`config.mk`:
```
export PLATFORM = sky130hd
export DESIGN_NAME = des_sbox_layer_pipe
export DESIGN_NICKNAME = d
export VERILOG_FILES = /design/src/rtl/des_sbox_layer_pipe.sv
export SDC_FILE = /design/constraint.sdc
export NUM_CORES = 1
export LEC_CHECK = 0
export BUFFER_PORTS_ARGS = -buffer_cell sky130_fd_sc_hd__buf_2
export CAP_MARGIN = 20
export CORE_MARGIN = 5
export CORE_UTILIZATION = 45
export CTS_CLUSTER_SIZE = 12
export DETAILED_ROUTE_END_ITERATION = 7
export HOLD_SLACK_MARGIN = 0.08
export MAX_ROUTING_LAYER = met4
export PLACE_DENSITY = 0.66
export SLEW_MARGIN = 20
export SYNTH_ARGS = -nofsm -noshare
export SYNTH_HDL_FRONTEND = slang
export SYNTH_SLANG_ARGS = --single-unit
```
`constraint.sdc`:
```
create_clock -name clk -period 1.9 [get_ports clk]
set_clock_uncertainty 0.2 [all_clocks]
set_input_delay 0.285 -clock clk [delete_from_list [all_inputs] [get_ports clk]]
set_output_delay 0.285 -clock clk [all_outputs]
set_load 0.1 [all_outputs]
```
`src/rtl/des_sbox_layer_pipe.sv`:
```
// Purpose: DES substitution layer (S1..S8 in parallel) on a 48-bit word, optional P permutation.
// Latency: PIPE_STAGES cycles (1 or 2); one word per cycle while out_ready stays high.
// Backpressure: a stage advances only when the next one is empty or draining; out_ready->in_ready is the only comb path.
module des_sbox_layer_pipe #(
  parameter int PIPE_STAGES = 1,
  parameter bit APPLY_P     = 1'b1,
  parameter int TAG_W       = 4
) (
  input  logic             clk,
  input  logic             rst_n,
  input  logic             in_valid,
  output logic             in_ready,
  input  logic [47:0]      in_data,
  input  logic [TAG_W-1:0] in_tag,
  output logic             out_valid,
  input  logic             out_ready,
  output logic [31:0]      out_data,
  output logic [TAG_W-1:0] out_tag,
  output logic             busy
);

  // One S-box entry. Each 64-bit constant is a whole table row, column 0 in the top nibble.
  function automatic logic [3:0] sbox(input logic [2:0] n, input logic [5:0] c);
    logic [63:0] rowv;
    rowv = '0;
    case ({n, c[5], c[0]})
      5'd0:  rowv = 64'hE4D12FB83A6C5907;
      5'd1:  rowv = 64'h0F74E2D1A6CB9538;
      5'd2:  rowv = 64'h41E8D62BFC973A50;
      5'd3:  rowv = 64'hFC8249175B3EA06D;
      5'd4:  rowv = 64'hF18E6B34972DC05A;
      5'd5:  rowv = 64'h3D47F28EC01A69B5;
      5'd6:  rowv = 64'h0E7BA4D158C6932F;
      5'd7:  rowv = 64'hD8A13F42B67C05E9;
      5'd8:  rowv = 64'hA09E63F51DC7B428;
      5'd9:  rowv = 64'hD709346A285ECBF1;
      5'd10: rowv = 64'hD6498F30B12C5AE7;
      5'd11: rowv = 64'h1AD069874FE3B52C;
      5'd12: rowv = 64'h7DE3069A1285BC4F;
      5'd13: rowv = 64'hD8B56F03472C1AE9;
      5'd14: rowv = 64'hA690CB7DF13E5284;
      5'd15: rowv = 64'h3F06A1D8945BC72E;
      5'd16: rowv = 64'h2C417AB6853FD0E9;
      5'd17: rowv = 64'hEB2C47D150FA3986;
      5'd18: rowv = 64'h421BAD78F9C5630E;
      5'd19: rowv = 64'hB8C71E2D6F09A453;
      5'd20: rowv = 64'hC1AF92680D34E75B;
      5'd21: rowv = 64'hAF427C9561DE0B38;
      5'd22: rowv = 64'h9EF528C3704A1DB6;
      5'd23: rowv = 64'h432C95FABE17608D;
      5'd24: rowv = 64'h4B2EF08D3C975A61;
      5'd25: rowv = 64'hD0B7491AE35C2F86;
      5'd26: rowv = 64'h14BDC37EAF680592;
      5'd27: rowv = 64'h6BD814A7950FE23C;
      5'd28: rowv = 64'hD2846FB1A93E50C7;
      5'd29: rowv = 64'h1FD8A374C56B0E92;
      5'd30: rowv = 64'h7B419CE206ADF358;
      5'd31: rowv = 64'h21E74A8DFC90356B;
      default: rowv = '0;
    endcase
    rowv = rowv << {c[4:1], 2'b00};
    return rowv[63:60];
  endfunction

  // All eight boxes: S1 takes the top 6 bits and drives the top nibble.
  function automatic logic [31:0] sbox_layer(input logic [47:0] x);
    logic [31:0] r;
    r = '0;
    for (int i = 0; i < 8; i++) begin
      r[31-4*i -: 4] = sbox(3'(i), x[47-6*i -: 6]);
    end
    return r;
  endfunction

  logic [31:0]      s_last;
  logic [TAG_W-1:0] tag_last;

  generate
    if (PIPE_STAGES == 1) begin : g_pipe1
      logic             v1;
      logic [31:0]      d1;
      logic [TAG_W-1:0] t1;

      assign in_ready  = !v1 || out_ready;
      assign out_valid = v1;
      assign busy      = v1;
      assign s_last    = d1;
      assign tag_last  = t1;

      // Single stage: look up on accept, hold while stalled.
      always_ff @(posedge clk or negedge rst_n) begin
        if (!rst_n) begin
          v1 <= 1'b0;
          d1 <= '0;
          t1 <= '0;
        end else if (in_ready) begin
          v1 <= in_valid;
          if (in_valid) begin
            d1 <= sbox_layer(in_data);
            t1 <= in_tag;
          end
        end
      end
    end else if (PIPE_STAGES == 2) begin : g_pipe2
      logic             v1, v2;
      logic             ready1, ready2;
      logic [47:0]      r1;
      logic [TAG_W-1:0] t1, t2;
      logic [31:0]      d2;

      assign ready2    = !v2 || out_ready;
      assign ready1    = !v1 || ready2;
      assign in_ready  = ready1;
      assign out_valid = v2;
      assign busy      = v1 || v2;
      assign s_last    = d2;
      assign tag_last  = t2;

      // Stage 1 captures the raw word; stage 2 captures its lookup. Each moves only when its successor frees up.
      always_ff @(posedge clk or negedge rst_n) begin
        if (!rst_n) begin
          v1 <= 1'b0;
          v2 <= 1'b0;
          r1 <= '0;
          t1 <= '0;
          d2 <= '0;
          t2 <= '0;
        end else begin
          if (ready2) begin
            v2 <= v1;
            if (v1) begin
              d2 <= sbox_layer(r1);
              t2 <= t1;
            end
          end
          if (ready1) begin
            v1 <= in_valid;
            if (in_valid) begin
              r1 <= in_data;
              t1 <= in_tag;
            end
          end
        end
      end
    end else begin : g_bad_stages
      $error("des_sbox_layer_pipe: PIPE_STAGES must be 1 or 2");
    end
  endgenerate

  assign out_tag = tag_last;

  generate
    if (APPLY_P) begin : g_perm
      // DES P: output bit k (1 = MSB) takes S-layer bit P[k]; index here is 32 - P[k].
      assign out_data = {s_last[16], s_last[25], s_last[12], s_last[11],
                         s_last[3],  s_last[20], s_last[4],  s_last[15],
                         s_last[31], s_last[17], s_last[9],  s_last[6],
                         s_last[27], s_last[14], s_last[1],  s_last[22],
                         s_last[30], s_last[24], s_last[8],  s_last[18],
                         s_last[0],  s_last[5],  s_last[29], s_last[23],
                         s_last[13], s_last[19], s_last[2],  s_last[26],
                         s_last[10], s_last[21], s_last[28], s_last[7]};
    end else begin : g_raw
      assign out_data = s_last;
    end
  endgenerate

endmodule

```
==> flow_summary.yaml, run 1 <==
timing:
  setup_viol: 0
  fin_crit_ns: 1.85
  final-hold-violation-count: 0
  fin_ws_ns: 0.0549
  tightest_slew_ns: 0.500
  drv_slew: 0
  max_clock_freq_ghz: 0.542
  slew_headroom_pct: 66.9
  period_share_pct: 97.1
setup_path:
  worstPathArrival_ns: 1.87
  crit_family: "simple AND/OR/NAND/NOR gates"
  critPathKind: "in -> reg"
  cp_max_fo: 6
  critical_path_required_ns: 1.92
  crit_slowest_cell: "or4_1"
  cp_cell_sequence: "buf_2 -> inv_1 -> ha_4 -> xor2_2 -> nor2_1 -> or3_1 -> or4_1 -> nand3_1"
  endpoint_kind: "flop"
  cpPeakStageDelay_ns: 0.41
  start_kind: "input pin"
  critPathBufInv: 2
layout:
  finalNetCount: 1203
  stdcell_area_mm2: 0.00881
  drive_gt1_share_pct: 34.1
  syn_to_final_growth_pct: 35.9
  final-instance-count-excl-fill: 1268
pwr:
  finalPower_mw: 5.01
  power.leakage_nw: 3.97
  peakVddDrop_mv: 0.447
  p_per_area_mw_per_mm2: 568
logic_synthesis:
  synth_edf_count: 0
  synth_top_cells_by_area: "dfrtp_1 14%, ha_1 12%, o21ai_0 4.6%, mux4_2 4.5%, nand2_1 4.5%"
  ys.flop_type: "dfrtp_1"
  yosysSeqAreaShare_pct: 14.3
  synth_cell_types: 76
  ys_ff_latch: 37
  async_flop_share_pct: 100
  syn_inst: 870
  avgSynthCellArea_um2: 7.45
  syn-cell-area_mm2: 0.00648
  synth_fp_nets: 987
  yosys.area.top_type_share_pct: 14.3
  yosys_warnings: 0
  yosysTopAreaCell: "dfrtp_1"
die:
  ios: 95
  placementRows: 43
  dieWidth_um: 130
  coreArea_mm2: 0.0140
  die_y_um: 130
  die_area_mm2: 0.0169
  start_util_pct: 46.3
detailed_routing:
  drc_errors: 0
  first_pass_iters: 5
  vias: 7356
  ant_nets: 0
  routed_via_density: 5.80
  drt_iter0_drc: 593
  wirelength_um: 19800
  wl_per_cell_um: 15.6
clock_tree:
  path_clk_slew_ns: 0.06
  cts_made_buffers: 5
  cts.path.max_buffers: 2
  insertion_delay_ns: 0.28
  cts-root-buf: "clkbuf_16"
  htreeDepth: 2
  cts_tree: "built"
  clock-sinks: 37
place:
  place_congestion: 0.984
  port_buffers: 94
  place_area_mm2: 0.00840
  pre_cts_slack_ns: -0.366
  dp_hpwl_um: 15100
  placed_cells: 1252
global_routing:
  grt_start_max_net_pins: 33
  antenna_found_initial: 1
  grt_pass1_vias: 6743
  grt_overflow: 0
  grt_pass1_wl_um: 32300
  grt_use_total_pct: 23.3
hold_path:
  hold_class: "in -> reg"
flow_run:
  max_cap_violations: 0
outcome:
  status: "finished clean"
-- placed cells by master (no fill, tap or decap), types with 7 or more instances in the layout --
cell type / count
o31ai_1: 9
nand2_1: 75
nor2b_1: 23
inv_1: 35
dfrtp_1: 36
nor3b_1: 12
nor2_1: 68
o21ai_0: 56
ha_1: 47
or3_1: 7
nand2b_1: 29
a311oi_1: 9
buf_4: 185
nand3_1: 19
xor2_1: 10
buf_12: 8
buf_2: 89
mux4_2: 13
a31oi_1: 13
a21oi_1: 49
o211ai_1: 16
nor3_1: 28
a211o_1: 10
mux2i_1: 20
ha_4: 8
o221ai_1: 8
o311ai_0: 7
a211oi_1: 22
-- metal layers --
layer | wire length (um) | part of all wire (%) | track usage (%)
met1 | 8830 | 45 | 31.3
met2 | 9750 | 49 | 38.9
met3 | 978 | 4.9 | 1.35
met4 | 270 | 1.4 | 4.95
met5 | 0 | 0 | -
-- registers in the layout (all words and copies together), names as in the netlist --
signal / count
busy: 1
g_pipe1.d1: 32
out_tag: 4
-- metrics by stage --
step                hold WS (ns)  TNS [ns]  utilization [%]
floorplan                 -0.211     -1.68                -
global placement          0.0418     -6.10             60.0
detailed placement        0.0436     -6.60             60.0
CTS                        0.107         0             61.5
global route               0.122  -0.00406             63.0
finish                     0.123         0             63.0
-- what timing repair did --
| action | in CTS | in global routing |
|---|---|---|
| hold buffers | 5 | 0 |
| pin swaps | 0 | 6 |
| cloned | 0 | 0 |
| resized for setup | 4 | 57 |
| setup buffers | 0 | 2 |
| setup endpoints to repair | 4 | 20 |
| hold endpoints to repair | 22 | 0 |
-- report_power, final --
part / internal (mW) / switching [mW]
logic: 1.04 / 2.11
clock network: 0.483 / 0.347
registers: 0.929 / 0.0923
total: 2.46 / 2.55
-- cell type report --
| type | instances | area, um^2 |
|---|---|---|
| antenna | 1 | 2.50 |
| sequential | 37 | 930 |
| multi-input combinational | 706 | 5240 |
| clock inverter | 2 | 10.0 |
| tap | 180 | 225 |
| timing repair buffer | 290 | 2070 |
| inverter | 46 | 199 |
| fill | 1270 | 5180 |
| clock buffer | 6 | 129 |
-- cells in the mapped netlist, drive strengths merged, types with 5 or more instances --
| library cell | instances |
|---|---|
| a2111oi | 13 |
| a211o | 10 |
| a211oi | 23 |
| a21oi | 49 |
| a221oi | 7 |
| a311oi | 10 |
| a31oi | 13 |
| buf | 51 |
| clkbuf | 30 |
| dfrtp | 37 |
| ha | 61 |
| inv | 44 |
| mux2i | 20 |
| mux4 | 14 |
| nand2 | 77 |
| nand2b | 31 |
| nand3 | 19 |
| nand3b | 5 |
| nor2 | 71 |
| nor2b | 23 |
| nor3 | 30 |
| nor3b | 13 |
| nor4 | 8 |
| o2111ai | 6 |
| o211ai | 16 |
| o21ai | 61 |
| o21bai | 6 |
| o221ai | 8 |
| o311ai | 9 |
| o31ai | 9 |
| or3 | 9 |
| xor2 | 12 |
-- kinds of logic (layout without fill, tap and decap cells) --
| kind of cell | after synthesis | after routing | share of synthesized area (%) |
|---|---|---|---|
| DFF | 37 | 37 | 14.3 |
| AOI/OAI and AO/OA | 283 | 283 | 30.4 |
| buffers and inverters | 127 | 344 | 8.92 |
| adders and majority gates | 61 | 61 | 11.8 |
| and+or+nand+nor | 312 | 312 | 24.3 |
| other | 0 | 1 | 0 |
| xor gates and xnor gates | 14 | 14 | 2.01 |
| muxes | 36 | 36 | 8.36 |
-- worst register-to-register path, cell delays in order (launching register included) --
cell,delay [ns]
dfrtp_4,0.49
nand2b_4,0.11
nand2_4,0.08
or3_1,0.36
or4_1,0.41
nand3_1,0.09
-- worst paths after layout --
check	cells past startpoint	end	slack (ns)	from
min in group asynchronous	2	out_tag[2]$_DFFE_PN0P_	0.29	rst_n
worst min-delay path	2	busy$_DFFE_PN0N_	0.12	in_valid
worst max register to register	5	g_pipe1.d1[16]$_DFFE_PN0P_	0.09	busy$_DFFE_PN0N_
max in group asynchronous	3	g_pipe1.d1[13]$_DFFE_PN0P_	0.74	rst_n
worst min register to register	1	g_pipe1.d1[23]$_DFFE_PN0P_	0.27	g_pipe1.d1[23]$_DFFE_PN0P_
worst max-delay path	8	g_pipe1.d1[16]$_DFFE_PN0P_	0.05	in_data[24]
(Power assumes the default switching activity.)
==> run 2, diff against run 1 <==
--- a/config.mk
+++ b/config.mk
@@ -11,6 +11,7 @@
 export CORE_UTILIZATION = 45
 export CTS_CLUSTER_SIZE = 12
 export DETAILED_ROUTE_END_ITERATION = 7
+export GPL_TIMING_DRIVEN = 0
 export HOLD_SLACK_MARGIN = 0.08
 export MAX_ROUTING_LAYER = met4
 export PLACE_DENSITY = 0.66
==> flow_summary.yaml, run 2 (same netlist as run 1, synthesis figures left out) <==
global_routing:
  grt_pass1_vias: 6477
  grt_start_max_net_pins: 38
  grt_pass1_wl_um: 33100
  antenna_found_initial: 0
  grt_use_total_pct: 24.2
  grt_overflow: 0
outcome:
  status: "finished, violations left"
  violations: "setup timing"
clock_tree:
  cts-root-buf: "clkbuf_16"
  insertion_delay_ns: 0.29
  htreeDepth: 2
  cts.path.max_buffers: 2
  path_clk_slew_ns: 0.06
  cts_tree: "built"
  cts_made_buffers: 5
  clock-sinks: 37
setup_path:
  critPathKind: "in -> reg"
  critical_path_required_ns: 1.87
  cp_max_fo: 4
  worstPathArrival_ns: 1.89
  endpoint_kind: "flop"
  start_kind: "input pin"
  reg2reg_depth: 5
detailed_routing:
  first_pass_iters: 6
  ant_nets: 0
  vias: 7108
  wl_per_cell_um: 17.7
  met2_length_um: 9660
  met1Wirelength_um: 8910
  drt_iter0_drc: 798
  routed_via_density: 6.17
  topRoutingLayerUsed: "met4"
  wirelength_um: 20400
  drc_errors: 0
  wl_met3_um: 1450
layout:
  multi_input_area_mm2: 0.00530
  ff_latch_area_um2: 930
  drive_gt1_share_pct: 25.1
  stdcell_area_mm2: 0.00787
  finalNetCount: 1088
  syn_to_final_growth_pct: 21.4
  final-instance-count-excl-fill: 1152
  most-common-layout-cells: "105 x buf_2, 75 x nand2_1, 65 x nor2_1, 57 x o21ai_0, 49 x a21oi_1"
  n_fill_cell: 1322
  layout_commonest_cell: "buf_2"
  largest_register_ffs: 32
  largest_register: "g_pipe1.d1"
  antenna_cells: 0
timing:
  fin_ws_ns: -0.0229
  slew_headroom_pct: 42.2
  whs_ns: 0.0855
  setup_viol: 1
  rsz0062_at_grt: "yes"
  max_clock_freq_ghz: 0.520
  tightest_slew_ns: 0.867
  drv_slew: 0
  fin_crit_ns: 1.92
  period_share_pct: 101
  final-hold-violation-count: 0
pwr:
  power_frac_seq_pct: 21.1
  power.leakage_nw: 3.31
  peakVddDrop_mv: 0.431
  p_per_area_mw_per_mm2: 617
  finalPower_mw: 4.86
  p_comb_share_pct: 60.5
  pwr-share-clk_pct: 18.3
  p_switching_mw: 2.53
  p_sw_share_pct: 52.1
  intPower_mw: 2.32
die:
  coreArea_mm2: 0.0140
  die_y_um: 130
  ios: 95
  die_area_mm2: 0.0169
  start_util_pct: 46.3
  dieWidth_um: 130
  placementRows: 43
place:
  placed_cells: 1133
  dp_hpwl_um: 14900
  port_buffers: 83
  place_area_mm2: 0.00728
  place_congestion: 0.999
hold_path:
  holdPathStages: 2
  hold_class: "in -> reg"
flow_run:
  max_cap_violations: 0
run 2: cell type report:
class	count	area share [%]
repair buffers	99	7.79
well taps	180	2.86
multi-input cells	706	67.3
flip-flops and latches	37	11.8
plain buffers	76	5.55
inverters	46	2.66
clock buffers	7	1.94
clock inverters	1	0.0636
run 2: routing by layer:
metal	vias up	GRT usage (%)
met5	-	-
met4	0	6.36
met3	32	1.72
met2	326	38.6
met1	3307	33.3
li1	3443	-
run 2: final timing paths:
path | start | slack, ns | endpoint
worst max-delay path | in_data[36] | -0.02 | g_pipe1.d1[27]$_DFFE_PN0P_
worst min-delay path | in_valid | 0.09 | busy$_DFFE_PN0N_
worst max register to register | busy$_DFFE_PN0N_ | 0.03 | g_pipe1.d1[16]$_DFFE_PN0P_
worst min register to register | out_tag[3]$_DFFE_PN0P_ | 0.28 | out_tag[3]$_DFFE_PN0P_
min in group asynchronous | rst_n | 0.45 | g_pipe1.d1[30]$_DFFE_PN0P_
max in group asynchronous | rst_n | 0.42 | busy$_DFFE_PN0N_
run 2: power groups by stage:
| stage | clock network [mW] | logic, mW | registers (mW) |
|---|---|---|---|
| after floorplan | 0 | 1.17 | 2.05 |
| after global placement | 0 | 2.79 | 1.04 |
| after detailed placement | 0 | 2.79 | 1.04 |
| after CTS | 0.914 | 2.84 | 1.03 |
| after global routing | 0.947 | 3.13 | 1.04 |
| final | 0.890 | 2.94 | 1.03 |
run 2: worst max-delay path: stages:
cell	delay (ns)
buf_12	0.08
clkinvlp_4	0.14
ha_4	0.20
buf_6	0.12
or3b_4	0.39
a311oi_2	0.28
a311oi_1	0.08
a31oi_1	0.22
a21oi_1	0.10
run 2: timing repair:
action | in CTS | in global routing
setup buffers | 2 | 9
resized for setup | 42 | 48
pin swaps | 6 | 14
endpoints found under the hold margin | 41 | 0
endpoints found under the setup margin | 23 | 26
hold buffers | 5 | 0
run 2: through the flow:
| stage | setup WS [ns] | util, % | setup TNS [ns] |
|---|---|---|---|
| after global routing | -0.0894 | 56.3 | -0.148 |
| after floorplan | -0.240 | - | -1.68 |
| after global placement | -0.538 | 52.0 | -11.28 |
| after detailed placement | -0.539 | 52.0 | -11.27 |
| final | -0.0229 | 56.3 | -0.0229 |
| after CTS | -0.0381 | 54.3 | -0.0381 |
